`config.mk`:
```
export PLATFORM = sky130hd
export DESIGN_NAME = mixer_pipe_flat
export DESIGN_NICKNAME = d
export VERILOG_FILES = /design/src/rtl/mixer_pipe_pkg.sv /design/src/rtl/mixer_pipe_if.sv /design/src/rtl/mixer_lo_gen.sv /design/src/rtl/mixer_pipe.sv /design/src/flat_wrapper.sv
export SDC_FILE = /design/constraint.sdc
export NUM_CORES = 1
export LEC_CHECK = 0
export ABC_AREA = 0
export CORE_AREA = 2 2 206 208
export DETAILED_ROUTE_END_ITERATION = 8
export DIE_AREA = 0 0 208 210
export PLACE_DENSITY = 0.52
export SLEW_MARGIN = 20
export SYNTH_ARGS = -nofsm -noshare
export SYNTH_HDL_FRONTEND = slang
export SYNTH_SLANG_ARGS = --single-unit
export TNS_END_PERCENT = 1
```
`constraint.sdc`:
```
create_clock -name clk -period 6.3 [get_ports clk]
set_input_delay 1.26 -clock clk [delete_from_list [all_inputs] [get_ports clk]]
set_output_delay 1.26 -clock clk [all_outputs]
set_load 0.02 [all_outputs]
```
`src/rtl/mixer_pipe_pkg.sv`:
```
`default_nettype none
// ============================================================================
// Module      : mixer_pipe_pkg
// Description : Shared LO mode encodings, ternary LO codes, default gain and
//               a signed-saturate helper for the mixer pipeline.
// Revision    : 1.0 - initial release
// ============================================================================
package mixer_pipe_pkg;

    typedef enum logic [1:0] {
        LO_EXT = 2'd0,
        LO_COS = 2'd1,
        LO_SIN = 2'd2,
        LO_BYP = 2'd3
    } lo_mode_e;

    localparam logic signed [1:0] LO_POS  = 2'sb01;
    localparam logic signed [1:0] LO_NEG  = 2'sb11;
    localparam logic signed [1:0] LO_ZERO = 2'sb00;

    localparam logic [15:0] AMPL_RST_DEF = 16'h2861;

    // Clamp x into the signed range of a w-bit two's-complement number.
    function automatic logic signed [63:0] sat_signed(input logic signed [63:0] x,
                                                      input int               w);
        logic signed [63:0] hi;
        logic signed [63:0] lo;
        hi = (64'sd1 <<< (w - 1)) - 64'sd1;
        lo = -(64'sd1 <<< (w - 1));
        if (x > hi)
            return hi;
        else if (x < lo)
            return lo;
        else
            return x;
    endfunction

endpackage
`default_nettype wire

```
`src/rtl/mixer_pipe_if.sv`:
```
`default_nettype none
// ============================================================================
// Module      : mixer_pipe_if
// Description : Sample, LO control, gain write and result bundle of the mixer.
// Revision    : 1.0 - initial release
// ============================================================================
interface mixer_pipe_if #(
    parameter int W  = 16,
    parameter int AW = 16
);
    logic                 in_valid;
    logic signed [W-1:0]  in_data;
    logic [1:0]           lo_ext;
    logic [1:0]           lo_mode;
    logic                 phase_sync;
    logic                 ampl_we;
    logic signed [AW-1:0] ampl_wdata;
    logic                 out_valid;
    logic signed [W-1:0]  out_data;
    logic                 ovf;

    modport master (
        output in_valid, in_data, lo_ext, lo_mode, phase_sync, ampl_we, ampl_wdata,
        input  out_valid, out_data, ovf
    );

    modport slave (
        input  in_valid, in_data, lo_ext, lo_mode, phase_sync, ampl_we, ampl_wdata,
        output out_valid, out_data, ovf
    );
endinterface
`default_nettype wire

```
`src/rtl/mixer_lo_gen.sv`:
```
`default_nettype none
// ============================================================================
// Module      : mixer_lo_gen
// Description : fs/4 phase counter with sync, and LO mode to ternary decode.
// Revision    : 1.0 - initial release
// ============================================================================
module mixer_lo_gen
    import mixer_pipe_pkg::*;
(
    input  wire logic              clk,
    input  wire logic              rst_n,
    input  wire logic              in_valid_i,
    input  wire logic              phase_sync_i,
    input  wire logic [1:0]        lo_mode_i,
    input  wire logic [1:0]        lo_ext_i,
    output      logic signed [1:0] lo_o
);
    logic [1:0] phase_q;
    logic [1:0] phase_d;

    // Sync wins over advance; the current sample still sees the old phase.
    always_comb begin
        phase_d = phase_q;
        if (phase_sync_i)
            phase_d = 2'd0;
        else if (in_valid_i)
            phase_d = phase_q + 2'd1;
    end

    always_ff @(posedge clk or negedge rst_n) begin
        if (!rst_n)
            phase_q <= 2'd0;
        else
            phase_q <= phase_d;
    end

    always_comb begin
        lo_o = LO_ZERO;
        case (lo_mode_i)
            LO_EXT: begin
                if (lo_ext_i[1])
                    lo_o = LO_NEG;
                else if (lo_ext_i[0])
                    lo_o = LO_POS;
            end
            LO_COS: begin
                if (phase_q == 2'd0)
                    lo_o = LO_POS;
                else if (phase_q == 2'd2)
                    lo_o = LO_NEG;
            end
            LO_SIN: begin
                if (phase_q == 2'd1)
                    lo_o = LO_POS;
                else if (phase_q == 2'd3)
                    lo_o = LO_NEG;
            end
            default: lo_o = LO_POS;
        endcase
    end
endmodule
`default_nettype wire

```
`src/rtl/mixer_pipe.sv`:
```
`default_nettype none
// ============================================================================
// Module      : mixer_pipe
// Description : Two-stage LO mixer: ternary LO multiply, then gain scale with
//               sticky overflow. Define MIXER_SAT_EN for saturating overflow.
// Revision    : 1.0 - initial release
// ============================================================================
module mixer_pipe
    import mixer_pipe_pkg::*;
#(
    parameter int            W        = 16,
    parameter int            AW       = 16,
    parameter int            FRAC     = 15,
    parameter logic [AW-1:0] AMPL_RST = AW'(AMPL_RST_DEF)
) (
    input  wire logic   clk,
    input  wire logic   rst_n,
    mixer_pipe_if.slave bus
);
    localparam logic signed [W-1:0] S_MIN = {1'b1, {(W-1){1'b0}}};
    localparam logic signed [W-1:0] S_MAX = {1'b0, {(W-1){1'b1}}};

    logic signed [1:0]      w_lo;
    logic signed [W-1:0]    w_neg;
    logic                   w_neg_ovf;
    logic signed [W-1:0]    w_s1_d;
    logic signed [W+AW-1:0] w_prod;
    logic signed [W+AW-1:0] w_shift;
    logic signed [63:0]     w_shift64;
    logic signed [63:0]     w_sat64;
    logic                   w_rng_ovf;
    logic signed [W-1:0]    w_out_d;

    logic signed [AW-1:0]   ampl_q;
    logic signed [AW-1:0]   ampl_d;
    logic signed [AW-1:0]   a1_q;
    logic signed [W-1:0]    s1_q;
    logic                   v1_q;
    logic                   out_valid_q;
    logic signed [W-1:0]    out_data_q;
    logic                   ovf_q;
    logic                   ovf_d;

    mixer_lo_gen u_lo_gen (
        .clk          (clk),
        .rst_n        (rst_n),
        .in_valid_i   (bus.in_valid),
        .phase_sync_i (bus.phase_sync),
        .lo_mode_i    (bus.lo_mode),
        .lo_ext_i     (bus.lo_ext),
        .lo_o         (w_lo)
    );

    assign w_neg     = -bus.in_data;
    assign w_neg_ovf = (w_lo == LO_NEG) && (bus.in_data == S_MIN);

    always_comb begin
        w_s1_d = '0;
        if (w_lo == LO_POS)
            w_s1_d = bus.in_data;
        else if (w_lo == LO_NEG) begin
`ifdef MIXER_SAT_EN
            w_s1_d = w_neg_ovf ? S_MAX : w_neg;
`else
            w_s1_d = w_neg;
`endif
        end
    end

    assign w_prod    = (W+AW)'(s1_q) * (W+AW)'(a1_q);
    assign w_shift   = w_prod >>> FRAC;
    assign w_shift64 = 64'(w_shift);
    assign w_sat64   = sat_signed(w_shift64, W);
    assign w_rng_ovf = (w_sat64 != w_shift64);

`ifdef MIXER_SAT_EN
    assign w_out_d = W'(w_sat64);
`else
    assign w_out_d = w_shift[W-1:0];
`endif

    assign ampl_d = bus.ampl_we ? bus.ampl_wdata : ampl_q;
    assign ovf_d  = ovf_q | (bus.in_valid & w_neg_ovf) | (v1_q & w_rng_ovf);

    // Gain travels with the sample so a same-cycle write only affects later samples.
    always_ff @(posedge clk or negedge rst_n) begin
        if (!rst_n) begin
            ampl_q      <= AMPL_RST;
            a1_q        <= '0;
            s1_q        <= '0;
            v1_q        <= 1'b0;
            out_valid_q <= 1'b0;
            out_data_q  <= '0;
            ovf_q       <= 1'b0;
        end else begin
            ampl_q      <= ampl_d;
            v1_q        <= bus.in_valid;
            if (bus.in_valid) begin
                s1_q <= w_s1_d;
                a1_q <= ampl_q;
            end
            out_valid_q <= v1_q;
            if (v1_q)
                out_data_q <= w_out_d;
            ovf_q       <= ovf_d;
        end
    end

    assign bus.out_valid = out_valid_q;
    assign bus.out_data  = out_data_q;
    assign bus.ovf       = ovf_q;
endmodule
`default_nettype wire

```
`src/flat_wrapper.sv`:
```
// flat-port wrapper written by rule: the top's interface ports become plain ports
module mixer_pipe_flat import mixer_pipe_pkg::*;
#(
    parameter int            W        = 16,
    parameter int            AW       = 16,
    parameter int            FRAC     = 15,
    parameter logic [AW-1:0] AMPL_RST = AW'(AMPL_RST_DEF)
)
  (clk, rst_n, bus_in_valid, bus_in_data, bus_lo_ext, bus_lo_mode, bus_phase_sync, bus_ampl_we, bus_ampl_wdata, bus_out_valid, bus_out_data, bus_ovf);
  mixer_pipe_if #(.W(W), .AW(AW)) bus_i ();
  input  wire logic clk;
  input  wire logic rst_n;
  input wire logic [$bits(bus_i.in_valid)-1:0] bus_in_valid;
  input wire logic [$bits(bus_i.in_data)-1:0] bus_in_data;
  input wire logic [$bits(bus_i.lo_ext)-1:0] bus_lo_ext;
  input wire logic [$bits(bus_i.lo_mode)-1:0] bus_lo_mode;
  input wire logic [$bits(bus_i.phase_sync)-1:0] bus_phase_sync;
  input wire logic [$bits(bus_i.ampl_we)-1:0] bus_ampl_we;
  input wire logic [$bits(bus_i.ampl_wdata)-1:0] bus_ampl_wdata;
  output wire logic [$bits(bus_i.out_valid)-1:0] bus_out_valid;
  output wire logic [$bits(bus_i.out_data)-1:0] bus_out_data;
  output wire logic [$bits(bus_i.ovf)-1:0] bus_ovf;
  assign bus_i.in_valid = bus_in_valid;
  assign bus_i.in_data = bus_in_data;
  assign bus_i.lo_ext = bus_lo_ext;
  assign bus_i.lo_mode = bus_lo_mode;
  assign bus_i.phase_sync = bus_phase_sync;
  assign bus_i.ampl_we = bus_ampl_we;
  assign bus_i.ampl_wdata = bus_ampl_wdata;
  assign bus_out_valid = bus_i.out_valid;
  assign bus_out_data = bus_i.out_data;
  assign bus_ovf = bus_i.ovf;
  mixer_pipe #(.W(W), .AW(AW), .FRAC(FRAC), .AMPL_RST(AMPL_RST)) u_core (.clk(clk), .rst_n(rst_n), .bus(bus_i));
endmodule
```
Yosys cells after proc, flatten, opt, wreduce, memory -nomap -nowiden
Cells that the tools add are included.
{"block": "word_totals", "register_bits": 69, "in_bits": 41, "wordCells": 43}
{"block": "classes", "add_sub_neg": 2, "mul": 1, "n_lt_le_gt_ge": 2, "eq_ne": 9, "n_mux": 13, "bitwise": 4, "reduce_logical": 4}
{"cell": "$mux 64", "count": 2}
{"cell": "$ne 64x17->1", "count": 1}
{"cell": "$mul 16x16->32", "count": 1}
{"cell": "$mux 16", "count": 2}
{"cell": "$gt 17x16->1 const B", "count": 1}
{"cell": "$lt 17x16->1 const B", "count": 1}
{"cell": "$eq 16x16->1 const B", "count": 1}
{"cell": "$neg 16->16", "count": 1}
{"cell": "$mux 2", "count": 7}
{"cell": "$eq 2x2->1 const B", "count": 4}
{"cell": "$eq 2x1->1 const B", "count": 3}
{"cell": "$pmux 2 s3", "count": 1}
{"cell": "$logic_not 2->1", "count": 2}
{"cell": "$add 2x1->2 const B", "count": 1}
{"cell": "$and 1x1->1", "count": 2}
{"cell": "$or 1x1->1", "count": 2}
{"cell": "$reduce_bool 2->1", "count": 1}
{"cell": "$logic_and 1x1->1", "count": 1}
{"cell": "$mux 1", "count": 1}

Depth between registers and ports, before layout
{"block": "logic_depth", "depth_word": 9, "ltp_mapped": 25, "depth_no_buf": 24}

Modules after synthesis
A second synthesis with hierarchy kept.
{"block": "hier_totals", "cells_unflattened": 1258, "hier_area_um2": 12468.2}
{"mod": "mixer_pipe", "n_inst": 1, "cells_each": 1239, "area_per_inst_um2": 12270.5, "seq_area_each_um2": 1682.9}
{"mod": "mixer_lo_gen", "n_inst": 1, "cells_each": 19, "area_per_inst_um2": 197.7, "seq_area_each_um2": 50.0}

Worst setup path before layout
No wires, ideal clock.
{"block": "synth_timing", "kind": "register -> register", "startpoint": "register u_core.s1_q[15]", "endpoint": "register u_core.ovf_q, in the netlist u_core.bus.ovf", "setup_ps": 126, "arrival_ps": 6386, "setup_slack_ps": -212, "stages_incl_launch_ff": 22, "cell_sequence": "dfrtp_1 -> clkbuf_1 -> nand2_1 -> fa_1 -> inv_1 -> fa_1 -> inv_1 -> fa_1 -> fa_1 -> fa_1 -> fa_1 -> inv_1 -> ha_1 -> o21a_2 -> a21oi_2 -> o21ai_2 -> a2111oi_4 -> a211oi_1 -> or2_1 -> a311oi_1 -> xnor2_1 -> a221o_1"}
{"block": "synth_between", "elab_chain_len": 7, "elab_cells_between_ends": 8, "cone_classes": "mul (1); order compare (2); eq/ne (1); mux (2); bitwise (2)"}
{"item": "from (decl)", "line_no": "mixer_pipe.sv:37", "text": "logic signed [W-1:0] s1_q;"}
{"item": "from (signal assigned)", "line_no": "mixer_pipe.sv:99", "text": "s1_q <= w_s1_d;"}
{"item": "$mul 16x16->32 *", "line_no": "mixer_pipe.sv:70", "text": "assign w_prod = (W+AW)'(s1_q) * (W+AW)'(a1_q);"}
{"item": "$lt 17x16->1", "line_no": "mixer_pipe_pkg.sv:32", "text": "else if (x < lo)"}
{"item": "$mux 64", "line_no": "mixer_pipe_pkg.sv:32"}
{"item": "$mux 64", "line_no": "mixer_pipe_pkg.sv:30", "text": "if (x > hi)"}
{"item": "$ne 64x17->1 *", "line_no": "mixer_pipe.sv:74", "text": "assign w_rng_ovf = (w_sat64 != w_shift64);"}
{"item": "$and 1x1->1 *", "line_no": "mixer_pipe.sv:83", "text": "assign ovf_d = ovf_q | (bus.in_valid & w_neg_ovf) | (v1_q & w_rng_ovf);"}
{"item": "$or 1x1->1 *", "line_no": "mixer_pipe.sv:83"}
{"item": "net u_core.ovf_d", "line_no": "mixer_pipe.sv:42", "text": "logic ovf_d;"}
{"item": "to (signal assigned)", "line_no": "mixer_pipe.sv:105", "text": "ovf_q <= ovf_d;"}
{"item": "to (decl)", "line_no": "mixer_pipe.sv:41", "text": "logic ovf_q;"}
The timed path passes the listed nets; every way through them passes the cells marked *.
A chain may end at the register's enable or synchronous reset.

Worst setup path in the final report
Ends and elaborated chain as after synthesis.

==> results.md <==
* Final Util at 35.7%
* CP Class: reg2reg
* First-pass GRT wire length at 50900 um
* Number of global-route vias before repair at 10100
* Mapped cell area at 12300 um^2
* Fin cells at 1956
* Setup crit start kind: register
* Post-synth EDFFs at 0
* Post-cts hold buffer count at 0
* Register area at 1760 um^2
* Syn nets at 1647
* GR Layer Usage met1 at 17.7%
* Clock Skews at 11.7 ps
* Worst EP arrival at 6550 ps
* CP Capture Type: register
* Failing checks: negative setup slack
* Ports at 59
* CTS root buf: clkbuf_16
* Initial antenna violation count at 0
* DRT Pass-1 Iters at 4
* CTS tree: yes
* Antenna diodes at 0
* Final Max Slew Viols at 0
* Max clock buf depth at 2
* Synthesis-to-layout area growth at 19.9%
* Worst-Skew Late Latency at 360 ps
* Sequential area share after synthesis at 14.0%
* Remaining antenna violation count at 0
* Crit Path Max Fanout at 7
* FF-to-FF setup slack at -20 ps
* Cells after Synth at 1261
* Relative slew slack at 38.1%
* Total Routing Usage GR at 14.8%
* Fin. Hold Viols at 0
* Vias per cell at 4.42
* Fmax at 158 MHz
* Multi-input gate area at 9330 um^2
* CTS Sinks at 69
* Residual DRC at 0
* MaxCap Viol Count at 0
* Vias at 8641
* Detailed placement HPWL at 25500 um
* Top FF cell, synth: dfrtp_1
* DIE WIDTH at 208 um
* Top Usage Layer GRT: met2
* Seq cells post-synth at 69
* DP Worst Slack at -335 ps
* Post-layout min period at 6320 ps
* Status: complete, but fails checks
* DRT Wirelength at 29700 um
* Placed Instances at 1930
* Drt first-iter violations at 281
* CTS buffer count at 9
* Worst hold path class: reg2reg
* Ys async rst share at 100%
* Largest net degree at the start of global routing at 64
* Nets at 1798
* Die H at 210 um
* Worst-path clk slew at 70 ps
* Final RePlAce weighted congestion at 0.840
* Worst EP required at 6530 ps
* RSZ-0062 raised after global routing: yes
* Initial Util at 29.8%
* Die area at 43700 um^2
* Grt total ovfl at 0
* Setup slack after layout at -19.5 ps
* Met2 Track Usage GR at 27.9%
* # rows at 75
* Worst-margin pin slew at 928 ps
* H-tree levels at 3
* Setup violators final at 1
* Final period util at 100%
* Yosys cell types at 48
* Mapped Avg Cell Area at 9.79 um^2
* Worst hold slack at 482 ps
* Filler cells at 4220
* Core box area at 41500 um^2
* Fraction of layout cells with a size suffix above 1 at 16.5%
* Yosys warns at 0
* PortBufs at 58
* Post-DR wirelength/cell at 15.2 um
* Grt met3 use at 1.34%
final cells by class:
class / instances / share of cell area, %
inverters: 322 / 8.16
flip-flops and latches: 69 / 11.9
clock buffers: 9 / 1.52
multi-input cells: 828 / 63.0
well taps: 539 / 4.55
repair buffers: 182 / 10.5
clock inverters: 7 / 0.414
kinds of logic (layout without fill, tap and decap cells):
| group | Yosys count | after routing | synth area share [%] |
|---|---|---|---|
| flip-flops | 69 | 69 | 14.0 |
| adder cells (fa/ha/maj) | 345 | 345 | 50.8 |
| multiplexers | 47 | 47 | 4.26 |
| AND/OR/NAND/NOR | 322 | 322 | 12.9 |
| buffers and inverters | 364 | 520 | 11.1 |
| XOR/XNOR | 40 | 40 | 2.84 |
| AO/OA/AOI/OAI | 74 | 74 | 4.09 |
path summary, 6_finish.rpt:
| path | from | to | depth (start not counted) |
|---|---|---|---|
| min in group asynchronous | rst_n | u_core.bus.out_data[2] | 1 |
| setup reg to reg | u_core.s1_q[15] | u_core.bus.ovf | 21 |
| max in group asynchronous | rst_n | u_core.a1_q[3] | 2 |
| setup / recovery | u_core.s1_q[15] | u_core.bus.ovf | 21 |
| hold / removal | u_core.ampl_q[15] | u_core.a1_q[15] | 2 |
| hold reg to reg | u_core.ampl_q[15] | u_core.a1_q[15] | 2 |
Yosys cell counts (3+ instances only):
cell type | number | area, um^2
a31oi_1 | 3 | 18.8
dfstp_2 | 5 | 131
or3_1 | 4 | 25.0
xor2_1 | 12 | 105
nor2_1 | 29 | 109
a21oi_1 | 18 | 90.1
o22ai_1 | 15 | 93.8
and2_1 | 122 | 763
nand2_1 | 138 | 518
nand3_1 | 6 | 30.0
nor3_1 | 4 | 20.0
a211o_1 | 4 | 35.0
xnor2_1 | 28 | 245
o21ai_0 | 8 | 40.0
ha_1 | 84 | 1050
mux2_2 | 44 | 495
dfrtp_1 | 64 | 1600
clkbuf_1 | 42 | 158
mux2i_1 | 3 | 30.0
nand4_1 | 5 | 31.3
a211oi_1 | 6 | 45.0
inv_1 | 322 | 1210
fa_1 | 261 | 5230
metrics by stage:
step,instance area [um^2],TNS (ps)
4_1_cts,14800,0
5_1_grt,14800,-1040
6_report,14800,-19.5
2_1_floorplan,12400,0
3_5_place_dp,14300,-887
3_3_place_gp,14300,-1090
sequential cells by signal (all words and copies together) (netlist names):
register / flops
u_core.bus.ovf: 1
u_core.a1_q: 16
u_core.v1_q: 1
u_core.bus.out_data: 16
u_core.u_lo_gen.phase_q: 2
u_core.ampl_q: 16
u_core.s1_q: 16
u_core.bus.out_valid: 1
routing by layer:
| layer | share of wire (%) | up-vias |
|---|---|---|
| li1 | - | 4038 |
| met1 | 43 | 4473 |
| met5 | 0 | - |
| met3 | 1.8 | 40 |
| met4 | 2.5 | 0 |
| met2 | 53 | 90 |
timing repair:
| action | CTS | global route |
|---|---|---|
| gates resized for setup | 31 | 5 |
| pin swaps | 24 | 4 |
| buffers inserted | 10 | 0 |
| setup endpoints to repair | 4 | 6 |
cells in the final DEF, fill, tap and decap left out, drive strengths merged, types with 4 or more instances in the layout:
cell type,n
xor2,12
xnor2,28
or3,4
nand2,138
mux2,44
fa,261
clkdlybuf4s50,56
buf,126
ha,84
dfrtp,64
a211oi,6
clkbuf,9
a21oi,19
nor2,29
and2,122
o22ai,15
inv,327
nand4,5
o21ai,10
nor3,4
dfstp,5
nand3,6
a211o,4
worst max-delay path, cell delays in order (launching register included):
cell,delay [ps]
dfrtp_2,470
nand2_2,80
buf_4,140
fa_1,530
inv_2,90
fa_1,460
fa_1,510
fa_1,540
fa_1,510
inv_1,50
fa_1,470
inv_1,40
ha_1,320
a21oi_1,140
o21a_1,230
o21ai_2,110
a2111oi_4,390
a211oi_4,130
or2_1,260
a311oi_2,310
xnor2_1,100
a221o_1,300
Power is left out: the tool's default activity adds up to more than one toggle a clock period on the data nets, which glitch-free logic cannot reach.
==> variant (same flow settings) <==
Build with the macro `MIXER_SAT_EN` defined.
--- a/src/rtl/mixer_pipe.sv
+++ b/src/rtl/mixer_pipe.sv
@@ -6,4 +6,6 @@
 // Revision    : 1.0 - initial release
 // ============================================================================
+`define MIXER_SAT_EN
+
 module mixer_pipe
     import mixer_pipe_pkg::*;
Check against the original RTL: not equivalent (Yosys sat finds a counterexample within 4 cycles, from zero or initial values and one cycle with rst_n low).
==> variant against the original RTL <==
Via count up 15%. Setup slack better by 87 ps. Sequential cell count unchanged. Synthesized area up 5.4%. Final area up 9.8%. Critical path depth up 2. Wire length up 20%.
Power is left out: the tool's default activity adds up to more than one toggle a clock period on the data nets, which glitch-free logic cannot reach.
==> variant: results (changes against the original RTL) <==
largest cells by area after synthesis - fa_1, dfrtp_1, inv_1
Synth top cells by count - inv_1, fa_1, nand2_1
reg2reg setup slack - 70 ps (+90 ps)
Multi-Input Combinational - 937 (+13%)
FILL cells - 4189 (-0.73%)
# clk buffers - 9 (unchanged)
non-clk buf share - 12.8% (+2.3 points)
outcome - finished clean
slowest stage delay, CP - 580 ps (+40 ps)
mux cell area share after synthesis - 2.91% (-1.3 points)
Compound-Gate Fraction of Synth Area - 7.87% (+3.8 points)
via count - 9962 (+15%)
Netlist cell types - 78 (+63%)
number of cells on the worst hold path - 2 (unchanged)
first-pass GRT wire length - 59.4 mm (+17%)
storage element area - 0.00176 mm2 (about the same)
vias in the first global route - 11000 (+9.9%)
Layout clock area frac - 1.79% (-0.14 points)
Initial DRT Pass Iterations - 5 (+1)
Hold Path Class - flip-flop to flip-flop
Mapped Area - 0.0130 mm2 (+5.4%)
worst rel slew slack - 36.8% (-1.3 points)
WL final - 35.6 mm (+20%)
hold_ws - 492 ps (+10.1 ps)
nonclk buf count - 231 (+27%)
#FFs+latches synth - 69 (unchanged)
Mapped Nets - 1762 (+7.0%)
FF-to-FF Start - u_core.s1_q[6]$_DFFE_PN0P_
worst r2r path cells - 23 (+9.5%)
DP Area - 0.0152 mm2 (+6.3%)
CP endpoint - u_core.bus.out_data[13]$_DFFE_PN0P_
Root Buffer - clkbuf_16
worst hold endpoint - u_core.a1_q[15]$_DFFE_PN0P_
DP HPWL - 29.3 mm (+15%)
Synth Flop Type - dfrtp_1
post-CTS resize count - 34 (+9.7%)
DR iter-0 viols - 476 (+69%)
fraction of area in registers - 10.8% (-1.1 points)
register area share after synthesis - 13.3% (-0.72 points)
Post-CTS Setup Inserts - 11 (+1)
Synth Area in Adders - 48.2% (-2.6 points)
GRT Resource Usage Total - 17.3% (+2.5 points)
multi-input gate share of total cell area - 63.1% (+0.14 points)
RePlAce Congestion - 0.856 (+1.9%)
port bufs - 58 (unchanged)
Final Net Count - 1952 (+8.6%)
largest net degree at the start of global routing - 70 (+9.4%)
initial antenna violation count - 1 (+1)
critical path class - flip-flop to flip-flop
share of cells above drive strength 1 - 21.0% (+4.5 points)
combinational family with the most area after synthesis - adder cells
Signal inverters - 318 (-1.2%)
Clock Latency Late Sink - 350 ps
fraction of synthesized cell area in xor and xnor cells - 2.33% (-0.51 points)
skew final - 11.7 ps (-0.0276 ps)
-- variant: cell count changes in the layout (fill, tap and decap cells not counted), moves of 10 or more --
cell	before	now
a21oi_1	16	37
buf_6	1	11
ha_4	2	12
nor2_1	29	59
mux2_2	44	31
ha_1	82	70
buf_4	120	146
-- variant: routing by layer --
metal / track usage, % / part of all wire [%] / routed length (um) / vias to the layer above
met5: 0 / 0 / 0 / -
met2: 30.4 / 50 / 17700 / 190
met1: 22.9 / 44 / 15500 / 5149
met4: 3.86 / 2.5 / 886 / 0
li1: - / - / - / 4576
met3: 2.04 / 4.0 / 1420 / 47
-- variant: per-stage QoR --
| stage | instances | setup slack [ps] |
|---|---|---|
| final | 2110 | 67.2 |
| after detailed placement | 2066 | -673 |
| after global placement | 2066 | -620 |
| after global routing | 2110 | -164 |
| after floorplan | 1376 | 15.5 |
| after CTS | 2093 | 1.73 |
-- variant: tightest hold or removal path, cell delays in order (launching register included) --
cell     delay (ps)
dfrtp_1         350
nand2_1          50
o21ai_0          60
